$ cat src/rtl/logic_unit_serial_if.sv
// Operand/result bundle for logic_unit_serial.
// master drives start and operands, slave drives the result and status.
interface logic_unit_serial_if #(
  parameter int WIDTH = 8
);
  logic             inStart;
  logic [2:0]       inOp;
  logic [WIDTH-1:0] inA;
  logic [WIDTH-1:0] inB;
  logic [WIDTH-1:0] outResult;
  logic             outBusy;
  logic             outDone;
  logic             outZero;

  modport master (
    output inStart, inOp, inA, inB,
    input  outResult, outBusy, outDone, outZero
  );

  modport slave (
    input  inStart, inOp, inA, inB,
    output outResult, outBusy, outDone, outZero
  );
endinterface

$ cat src/rtl/logic_unit_serial.sv
// Slice-serial bitwise logic unit: evaluates SLICE bits per clock, LSB slice first,
// under a start/busy/done handshake. The result is published only when the last slice is written.
module logic_unit_serial #(
  parameter int WIDTH = 8,
  parameter int SLICE = 2
) (
  input logic                clk,
  input logic                reset,
  logic_unit_serial_if.slave bus
);
  localparam int N  = WIDTH / SLICE;
  localparam int KW = (N > 1) ? $clog2(N) : 1;

  typedef enum logic [1:0] {
    S_IDLE = 2'd0,
    S_BUSY = 2'd1,
    S_DONE = 2'd2
  } state_t;

  state_t           state_q;
  logic [WIDTH-1:0] a_q, b_q, acc_q, acc_d, result_q;
  logic [2:0]       op_q;
  logic [KW-1:0]    k_q;
  logic             zero_q;
  logic [SLICE-1:0] a_sl, b_sl, r_sl;
  logic             last_slice;

  always_comb begin
    a_sl = a_q[int'(k_q)*SLICE +: SLICE];
    b_sl = b_q[int'(k_q)*SLICE +: SLICE];
    case (op_q)
      3'b000:  r_sl = a_sl & b_sl;
      3'b001:  r_sl = a_sl | b_sl;
      3'b010:  r_sl = ~a_sl;
      3'b011:  r_sl = ~(a_sl | b_sl);
      3'b100:  r_sl = ~(a_sl & b_sl);
      3'b101:  r_sl = a_sl ^ b_sl;
      3'b110:  r_sl = ~(a_sl ^ b_sl);
      default: r_sl = a_sl;
    endcase
    // acc_d already contains the slice being written, so completion can publish it directly
    acc_d = acc_q;
    acc_d[int'(k_q)*SLICE +: SLICE] = r_sl;
    last_slice = (k_q == KW'(N - 1));
  end

  always_ff @(posedge clk or posedge reset) begin
    if (reset) begin
      state_q  <= S_IDLE;
      a_q      <= '0;
      b_q      <= '0;
      op_q     <= '0;
      acc_q    <= '0;
      k_q      <= '0;
      result_q <= '0;
      zero_q   <= 1'b1;
    end else begin
      case (state_q)
        S_IDLE, S_DONE: begin
          if (bus.inStart) begin
            a_q     <= bus.inA;
            b_q     <= bus.inB;
            op_q    <= bus.inOp;
            acc_q   <= '0;
            k_q     <= '0;
            state_q <= S_BUSY;
          end else begin
            state_q <= S_IDLE;
          end
        end
        S_BUSY: begin
          acc_q <= acc_d;
          if (last_slice) begin
            result_q <= acc_d;
            zero_q   <= (acc_d == '0);
            state_q  <= S_DONE;
          end else begin
            k_q <= k_q + KW'(1);
          end
        end
        default: state_q <= S_IDLE;
      endcase
    end
  end

  assign bus.outResult = result_q;
  assign bus.outZero   = zero_q;
  assign bus.outBusy   = (state_q == S_BUSY);
  assign bus.outDone   = (state_q == S_DONE);
endmodule

$ cat src/flat_wrapper.sv
// flat-port wrapper written by rule: the top's interface ports become plain ports
module logic_unit_serial_flat 
#(
  parameter int WIDTH = 8,
  parameter int SLICE = 2
)
  (clk, reset, bus_inStart, bus_inOp, bus_inA, bus_inB, bus_outResult, bus_outBusy, bus_outDone, bus_outZero);
  logic_unit_serial_if #(.WIDTH(WIDTH)) bus_i ();
  input logic clk;
  input logic reset;
  input wire logic [$bits(bus_i.inStart)-1:0] bus_inStart;
  input wire logic [$bits(bus_i.inOp)-1:0] bus_inOp;
  input wire logic [$bits(bus_i.inA)-1:0] bus_inA;
  input wire logic [$bits(bus_i.inB)-1:0] bus_inB;
  output wire logic [$bits(bus_i.outResult)-1:0] bus_outResult;
  output wire logic [$bits(bus_i.outBusy)-1:0] bus_outBusy;
  output wire logic [$bits(bus_i.outDone)-1:0] bus_outDone;
  output wire logic [$bits(bus_i.outZero)-1:0] bus_outZero;
  assign bus_i.inStart = bus_inStart;
  assign bus_i.inOp = bus_inOp;
  assign bus_i.inA = bus_inA;
  assign bus_i.inB = bus_inB;
  assign bus_outResult = bus_i.outResult;
  assign bus_outBusy = bus_i.outBusy;
  assign bus_outDone = bus_i.outDone;
  assign bus_outZero = bus_i.outZero;
  logic_unit_serial #(.WIDTH(WIDTH), .SLICE(SLICE)) u_core (.clk(clk), .reset(reset), .bus(bus_i));
endmodule
$ cat config.mk
export PLATFORM = sky130hd
export DESIGN_NAME = logic_unit_serial_flat
export DESIGN_NICKNAME = d
export VERILOG_FILES = /design/src/rtl/logic_unit_serial_if.sv /design/src/rtl/logic_unit_serial.sv /design/src/flat_wrapper.sv
export SDC_FILE = /design/constraint.sdc
export NUM_CORES = 1
export LEC_CHECK = 0
export CELL_PAD_IN_SITES_DETAIL_PLACEMENT = 1
export CELL_PAD_IN_SITES_GLOBAL_PLACEMENT = 1
export CORE_MARGIN = 5
export CORE_UTILIZATION = 40
export DETAILED_ROUTE_END_ITERATION = 10
export PLACE_DENSITY = 0.77
export SKIP_CTS_REPAIR_TIMING = 1
export SLEW_MARGIN = 20
export SYNTH_ARGS = -nofsm -noshare
export SYNTH_HDL_FRONTEND = slang
export SYNTH_SLANG_ARGS = --single-unit
$ cat constraint.sdc
create_clock -name clk -period 3.4 [get_ports clk]
set_input_delay 0.68 -clock clk [delete_from_list [all_inputs] [get_ports clk]]
set_output_delay 0.68 -clock clk [all_outputs]
set_load 0.005 [all_outputs]
==> results of run 1 <==
## state kept, by name, summed over array words and instances (netlist names)
name and count:
u_core.a_q 8, u_core.acc_q 8, u_core.b_q 8, u_core.bus.outResult 8, u_core.bus.outZero 1, u_core.k_q 2, u_core.op_q 3, u_core.state_q 2
## per-stage QoR
stage / setup WS [ns] / area [um^2] / hold slack (ns) / power [mW] / std cells
finish: 0.516 / 2700 / 0.474 / 2.67 / 347
global route: 0.268 / 2700 / 0.490 / 2.90 / 347
CTS: 0.507 / 2700 / 0.479 / 2.69 / 347
detailed placement: 0.545 / 2590 / 0.459 / 2.29 / 339
global placement: 0.688 / 2590 / 0.456 / 2.23 / 339
floorplan: 0.842 / 2190 / 0.437 / 1.85 / 241
## cells in the final DEF, fill, tap and decap left out, types with 2 or more instances in the layout
cell / count
nand2b_1: 7
a31oi_1: 5
and2_1: 2
clkdlybuf4s50_1: 32
dfrtp_1: 39
o21ai_0: 16
mux4_1: 2
nor2_1: 18
clkbuf_8: 5
a211o_1: 2
mux2i_1: 2
ha_1: 10
a32o_1: 6
a32oi_1: 3
nor4_1: 3
nor2b_1: 4
nand2_1: 65
nand3_1: 4
inv_1: 12
buf_4: 6
a21oi_1: 5
## how the worst max path moves through the flow
stage | start | endpoint
final | u_core.k_q[0] | u_core.acc_q[5]
after global routing | u_core.k_q[0] | u_core.bus.outResult[5]
after CTS | u_core.k_q[0] | u_core.acc_q[5]
after detailed placement | u_core.k_q[0] | u_core.acc_q[5]
after global placement | u_core.k_q[0] | u_core.bus.outZero
after floorplan | u_core.k_q[0] | u_core.acc_q[5]
## critical path, cell delays in order, from the launching register on
cell and delay (ns):
dfrtp_1 0.59, mux4_1 0.65, inv_1 0.09, ha_1 0.25, and2_1 0.19, nor3b_1 0.21, o31ai_1 0.18, or2_2 0.36
a32o_1 0.26
## power groups by stage
stage / clock network (mW) / logic, mW / registers, mW
floorplan: 0 / 1.04 / 0.804
global placement: 0 / 1.34 / 0.892
detailed placement: 0 / 1.39 / 0.900
CTS: 0.399 / 1.40 / 0.892
global route: 0.421 / 1.55 / 0.926
finish: 0.388 / 1.39 / 0.890
## cell families (layout without fill, tap and decap cells)
| family | Yosys count | in the layout |
|---|---|---|
| buffers and inverters | 25 | 59 |
| AND/OR/NAND/NOR | 109 | 109 |
| adder cells (fa/ha/maj) | 10 | 10 |
| XOR/XNOR | 2 | 2 |
| flip-flops | 40 | 40 |
| AO/OA/AOI/OAI | 49 | 49 |
| multiplexers | 6 | 6 |
## final cells by class
class / instances / area, um^2
flip-flops and latches: 40 / 1000
multi-input cells: 176 / 1080
clock buffers: 6 / 72.6
fillers: 644 / 2710
clock inverters: 2 / 35.0
well taps: 72 / 90.1
inverters: 13 / 48.8
repair buffers: 38 / 365
## metal layers
metal  global-route usage  vias up  share of wire
li1                     -      888              -
met1                0.207      887           0.47
met2                0.266       31           0.49
met3               0.0316        6          0.038
met4               0.0351        0          0.012
met5                    0        -              0
==> results.cfg, run 1 <==
[synth]
yosys_most_used_dff = dfrtp_1
muxShareOfSynthArea = 0.0485
synth-compound-area-share = 0.164
ys_seq_elements = 40
synth_xor_area_frac = 0.00799
synthArstFlopShare = 1.00
synth-simple-area-share = 0.217
synthCells = 241
synth_area_leaders = dfrtp_1 (45%), nand2_1 (11%), ha_1 (5.7%), o21ai_0 (3.7%), nor2_1 (3.1%)
synth_edf_count = 0
syn-cell-area_um2 = 2190
yosys.cell_types.count = 46
yosysMostFrequentCell = nand2_1
synth_adder_area_share = 0.0571
netlist.area_leader.share = 0.445
ys_seq_area_frac = 0.457
postSynthAreaPerCell_um2 = 9.10
synth_warnings = 0
yosys.area.top_type = dfrtp_1
synth_nets = 273
synthTopCellsByCount = nand2_1 (65), dfrtp_1 (39), nor2_1 (18), o21ai_0 (16), inv_1 (12)
synth_top_family_by_area = simple AND/OR/NAND/NOR gates

[clocking]
cts_tree = done
cts.clk_slew.worst_paths_ns = 0.08
cts-root-buf = clkbuf_8
h-tree-depth = 2
clk_latency_ns = 0.29
clockBufferDepth = 2
cts_sinks = 40
cts_buffers = 5

[floorplan]
core_um2 = 5410
die_w_um = 84.0
dieArea_um2 = 7060
die_h_um = 84.0
io_pins = 33
fp-row-count = 27
start_util = 0.406

[routing]
first_pass_iters = 4
wl_per_cell_um = 15.1
vias = 1812
ant_nets = 0
viasPerCell = 5.22
drc = 0
wl_um = 5250
drtIter0Drc = 88

[critical_path]
cp-end-kind = register
worst-endpoint-arrival_ns = 3.07
critPathMaxFanout = 10
startpoint_type = register
rrSetupSlack_ns = 0.52
r2r_end = u_core.acc_q[5]
ff2ff_path_depth = 8
crit_required_ns = 3.58
worst_r2r_startpoint = u_core.k_q[0]
worstSetupPathType = reg2reg

[min_path]
min_from = u_core.b_q[5]
worstHoldPathType = reg2reg
holdPathStages = 2
min_to = u_core.b_q[5]

[placed_design]
dp_hpwl_um = 3900
io_buffers = 32
routabilityCongestion = 0.865

[power_and_ir_drop]
seq_power_share = 0.334
power.density_nw_per_um2 = 988
p_leak_nw = 1.24
swShare = 0.422
pwr-share-comb = 0.521
power.internal_mw = 1.54
vdd_drop_max_uv = 383
p_switching_mw = 1.13
clockPowerShare = 0.146

[sta]
period_share = 0.848
timing.setup.tns_ns = 0
setup_viol = 0
clock.fmax_ghz = 0.347
finClkSkew_ns = 0.00770
worstMarginPinSlew_ns = 0.843
maxSlewViolCount = 0
rsz0062_at_grt = no
hold_viol_final = 0
relSlewSlack = 0.433
finalCriticalPeriod_ns = 2.88

[grt]
grt_pass1_wl_um = 9050
grt_pass1_vias = 1882
track_usage = 0.157
grt_overflow = 0
antenna_found_initial = 0
grt_start_max_net_pins = 41

[final_layout]
area_growth_pct = 23.1
layout.nets = 306
drive_gt1_frac = 0.0836
postLayoutCoreUtil = 0.499
antenna_cells = 0

[status]
status = finished, final reports clean

[flow_run]
cap_violations = 0
Note: power is estimated with default switching activity, not from simulation.
==> inputs of run 2 (changes only) <==
CORE_UTILIZATION = 37   (was 40)
PLACE_DENSITY = 0.75   (was 0.77)
clock period = 2.6 ns   (was 3.4 ns; I/O delays follow)
==> run 2 against run 1 <==
Effect of this change:
- register-to-register slack worse by 0.47 ns
- highest routed layer unchanged
- cell area is 5.3% higher
- cell count is 4.0% higher
- fmax is 13% higher
- sequential share of layout area is 1.8 points lower
- combinational power is 62% higher
- sequential cell count stayed put
==> results.cfg, run 2 (synthesized netlist as in run 1, its figures left out) <==
[clocking]
cts_sinks = 40
cts_buffers = 5
cts_tree = done
h-tree-depth = 2
clk_latency_ns = 0.29
cts-root-buf = clkbuf_8
clockBufferDepth = 2
cts.clk_slew.worst_paths_ns = 0.08

[flow_run]
cap_violations = 0

[routing]
ant_nets = 0
first_pass_iters = 4
drtIter0Drc = 91
wl_per_cell_um = 15.4
viasPerCell = 5.19
vias = 1875
drc = 0
wl_um = 5550

[critical_path]
worstSetupPathType = reg2reg
worst_r2r_startpoint = u_core.k_q[0]
r2r_end = u_core.acc_q[6]
startpoint_type = register
cp-end-kind = register
crit_required_ns = 2.78
ff2ff_path_depth = 9
rrSetupSlack_ns = 0.05
worst-endpoint-arrival_ns = 2.74
critPathMaxFanout = 5

[sta]
hold_viol_final = 0
worstMarginPinSlew_ns = 0.582
finClkSkew_ns = 0.00678
period_share = 0.983
setup_viol = 0
maxSlewViolCount = 0
rsz0062_at_grt = yes
clock.fmax_ghz = 0.391
finalCriticalPeriod_ns = 2.55
relSlewSlack = 0.609
hold_ws_ns = 0.481

[final_layout]
final_common_cell = nand2_1
antenna_cells = 0
area_growth_pct = 29.7
drive_gt1_frac = 0.164
postLayoutCoreUtil = 0.486
layout.nets = 317
final_cell_area_um2 = 2840
final_cell_mix = nand2_1 (65), dfrtp_1 (38), clkdlybuf4s50_1 (32)

[placed_design]
dp_hpwl_um = 3980
routabilityCongestion = 0.872
dpl-instance-area_um2 = 2640
io_buffers = 32

[floorplan]
fp-row-count = 28
die_w_um = 87.0
die_h_um = 87.0
start_util = 0.375
core_um2 = 5850
dieArea_um2 = 7560
io_pins = 33

[grt]
grt_pass1_vias = 1906
globalRouteMet2Util = 0.247
grt_start_max_net_pins = 41
grt_pass1_wl_um = 8930
grt_overflow = 0
use_met1 = 0.197
track_usage = 0.151
antenna_found_initial = 0
gr-max-usage-layer = met2
grt.met3_usage = 0.0341

[min_path]
min_from = u_core.b_q[4]
min_to = u_core.b_q[4]
worstHoldPathType = reg2reg
holdPathStages = 2

[power_and_ir_drop]
clockPowerShare = 0.129
swShare = 0.420
power.internal_mw = 2.27
pwr-share-comb = 0.575
power.density_nw_per_um2 = 1380
p_leak_nw = 1.29
seq_power_share = 0.296
p_switching_mw = 1.65
vdd_drop_max_uv = 526
total_power_mw = 3.92

[status]
status = finished, final reports clean
## run 2: routing by layer
layer | share of wire | vias to the layer above
met3 | 0.036 | 9
met4 | 0.016 | 0
met5 | 0 | -
met2 | 0.48 | 30
li1 | - | 914
met1 | 0.47 | 922
## run 2: worst max-delay path, stage by stage, from the launching register on
cell and delay, ns:
dfrtp_2 0.45, mux4_2 0.57, inv_1 0.09, ha_1 0.24, nor2b_1 0.15, nor2_1 0.06
a211o_2 0.32, buf_4 0.17, and2_4 0.14, a32o_1 0.24
## run 2: how the worst max path moves through the flow
stage	startpoint	endpoint
final	u_core.k_q[0]	u_core.acc_q[6]
after global routing	u_core.k_q[0]	u_core.acc_q[6]
after CTS	u_core.k_q[0]	u_core.bus.outZero
after detailed placement	u_core.k_q[0]	u_core.bus.outZero
after global placement	u_core.k_q[0]	u_core.bus.outZero
after floorplan	u_core.k_q[0]	u_core.acc_q[5]
## run 2: layout make-up
cell class | count | area [um^2]
Timing Repair Buffer | 49 | 448
Fill cell | 680 | 3010
Inverter | 13 | 48.8
Clock inverter | 3 | 42.5
Tap cell | 75 | 93.8
Sequential cell | 40 | 1000
Clock buffer | 5 | 68.8
Multi-Input combinational cell | 176 | 1140
## run 2: power by group through the flow
stage	logic (mW)	clock network (mW)	registers (mW)
finish	2.25	0.506	1.16
global route	2.49	0.550	1.21
CTS	1.97	0.523	1.15
detailed placement	1.96	0	1.16
global placement	1.87	0	1.15
floorplan	1.36	0	1.05
## run 2: per-stage QoR
step | std cells | setup TNS [ns] | setup WS [ns]
after detailed placement | 348 | -0.211 | -0.106
after global placement | 348 | 0 | 0.0649
after global routing | 361 | -0.146 | -0.0428
after CTS | 356 | -0.367 | -0.148
after floorplan | 241 | 0 | 0.0423
final | 361 | 0 | 0.0450
==> inputs of run 3 (changes only) <==
==> constraint.sdc (replaced) <==
create_clock -name clk -period 2.6 [get_ports clk]
set_input_delay 0.26 -clock clk [delete_from_list [all_inputs] [get_ports clk]]
set_output_delay 0.26 -clock clk [all_outputs]
set_load 0.005 [all_outputs]
==> run 3 against run 2 <==
Effect of this change:
- clock skew is 0.0019 ns higher
- routed wire length is 1.3% lower
- sequential share of layout area is 1.1 points higher
- utilization is 1.5 points lower
- fmax is 0.81% higher
- non-clock buffer count is 5 lower
- critical endpoint is now u_core.acc_q[5]
==> results.cfg, run 3 (synthesized netlist as in run 1, its figures left out) <==
[critical_path]
r2r_end = u_core.acc_q[5]
path_delay_family = compound AO/OA/AOI/OAI gates
cp_slowest_stage_delay_ns = 0.54
critical_path_buf_inv_count = 1
rrSetupSlack_ns = 0.07
crit_required_ns = 2.79
worst-endpoint-arrival_ns = 2.73
ff2ff_path_depth = 8
startpoint_type = register
path_cells = mux4_2 -> inv_1 -> ha_1 -> a22o_1 -> a2bb2oi_1 -> a21oi_1 -> or2_2 -> a32o_1
critPathMaxFanout = 5
worstSetupPathType = reg2reg
cp-end-kind = register
worst_r2r_startpoint = u_core.k_q[0]
cpMaxStageDelayCell = mux4_2

[routing]
first_pass_iters = 4
wl_per_cell_um = 15.4
ant_nets = 0
drtIter0Drc = 81
vias = 1858
viasPerCell = 5.22
wl_um = 5480
drc = 0

[power_and_ir_drop]
p_switching_mw = 1.57
p_leak_nw = 1.25
power.internal_mw = 2.05
swShare = 0.433
vdd_drop_max_uv = 469
power.density_nw_per_um2 = 1320
clockPowerShare = 0.123
seq_power_share = 0.322
pwr-share-comb = 0.555

[sta]
finClkSkew_ns = 0.00864
clock.fmax_ghz = 0.395
worstMarginPinSlew_ns = 0.599
maxSlewViolCount = 0
relSlewSlack = 0.597
timing.setup.tns_ns = 0
hold_ws_ns = 0.388
setup_viol = 0
finalCriticalPeriod_ns = 2.53
hold_viol_final = 0
period_share = 0.975
rsz0062_at_grt = yes

[final_layout]
final_cell_area_um2 = 2750
multi_input_area_um2 = 1100
area_growth_pct = 25.6
antenna_cells = 0
drive_gt1_frac = 0.135
n_fill_cell = 663
layout.nets = 312
final_common_cell = nand2_1
final_cell_mix = nand2_1 (65), dfrtp_1 (38), clkdlybuf4s50_1 (32)
register_area_um2 = 1000

[grt]
track_usage = 0.156
grt_start_max_net_pins = 41
gr-max-usage-layer = met2
grt_pass1_wl_um = 9470
globalRouteMet2Util = 0.263
use_met1 = 0.204
grt_overflow = 0
grt_pass1_vias = 1967
grt.met3_usage = 0.0265
antenna_found_initial = 0

[floorplan]
core_um2 = 5850
start_util = 0.375
die_h_um = 87.0
io_pins = 33
fp-row-count = 28
dieArea_um2 = 7560
die_w_um = 87.0

[placed_design]
dp_hpwl_um = 4010
routabilityCongestion = 0.883
io_buffers = 32
dpl-instance-area_um2 = 2640

[min_path]
worstHoldPathType = in2async

[clocking]
clk_latency_ns = 0.30
cts.clk_slew.worst_paths_ns = 0.09
h-tree-depth = 2
cts_sinks = 40
cts-root-buf = clkbuf_8
cts_tree = done
cts_buffers = 5
clockBufferDepth = 2

[status]
status = finished, final reports clean

[flow_run]
cap_violations = 0
run 3: through the flow:
stage                     setup slack [ns]   util  power [mW]  std cells
after CTS                          -0.0526  0.468        3.59        356
after detailed placement           -0.0308  0.451        3.12        348
after floorplan                     0.0423      -        2.42        241
after global routing               -0.0714  0.471        3.95        356
final                               0.0655  0.471        3.62        356
after global placement              0.0618  0.451        3.04        348
run 3: worst max-delay path by stage:
stage                   from            endpoint  slack [ns]  depth (start not counted)
6_report       u_core.k_q[0]     u_core.acc_q[5]        0.07                          8
5_1_grt        u_core.k_q[0]  u_core.bus.outZero       -0.07                          9
4_1_cts        u_core.k_q[0]     u_core.acc_q[5]       -0.05                          8
3_5_place_dp   u_core.k_q[0]     u_core.acc_q[5]       -0.03                          8
3_3_place_gp   u_core.k_q[0]     u_core.acc_q[5]        0.06                          8
2_1_floorplan  u_core.k_q[0]     u_core.acc_q[5]        0.04                          9
run 3: worst register-to-register path, delay by kind of cell (launching register included):
kind / cells / cell delay [ns]
AO/OA/AOI/OAI: 4 / 0.75
adder cells (fa/ha/maj): 1 / 0.25
buffers and inverters: 1 / 0.07
flip-flops: 1 / 0.44
multiplexers: 1 / 0.54
AND/OR/NAND/NOR: 1 / 0.38
run 3: area by class of cell:
class	instances	share of cell area
clock buffer	6	0.0300
clock inverter	2	0.00545
inverter	13	0.0177
multi-input combinational	176	0.399
sequential	40	0.364
tap	75	0.0341
timing repair buffer	44	0.149
run 3: power by group through the flow:
stage                     sequential [mW]  combinational (mW)  clock, mW
after floorplan                      1.05                1.36          0
after global placement               1.16                1.88          0
after detailed placement             1.17                1.95          0
after CTS                            1.16                1.98      0.462
after global routing                 1.22                2.25      0.479
final                                1.17                2.01      0.447
run 3: metal layers:
layer	part of all wire	up-vias
met3	0.036	9
met5	0	-
met1	0.46	917
li1	-	901
met2	0.49	31
met4	0.014	0
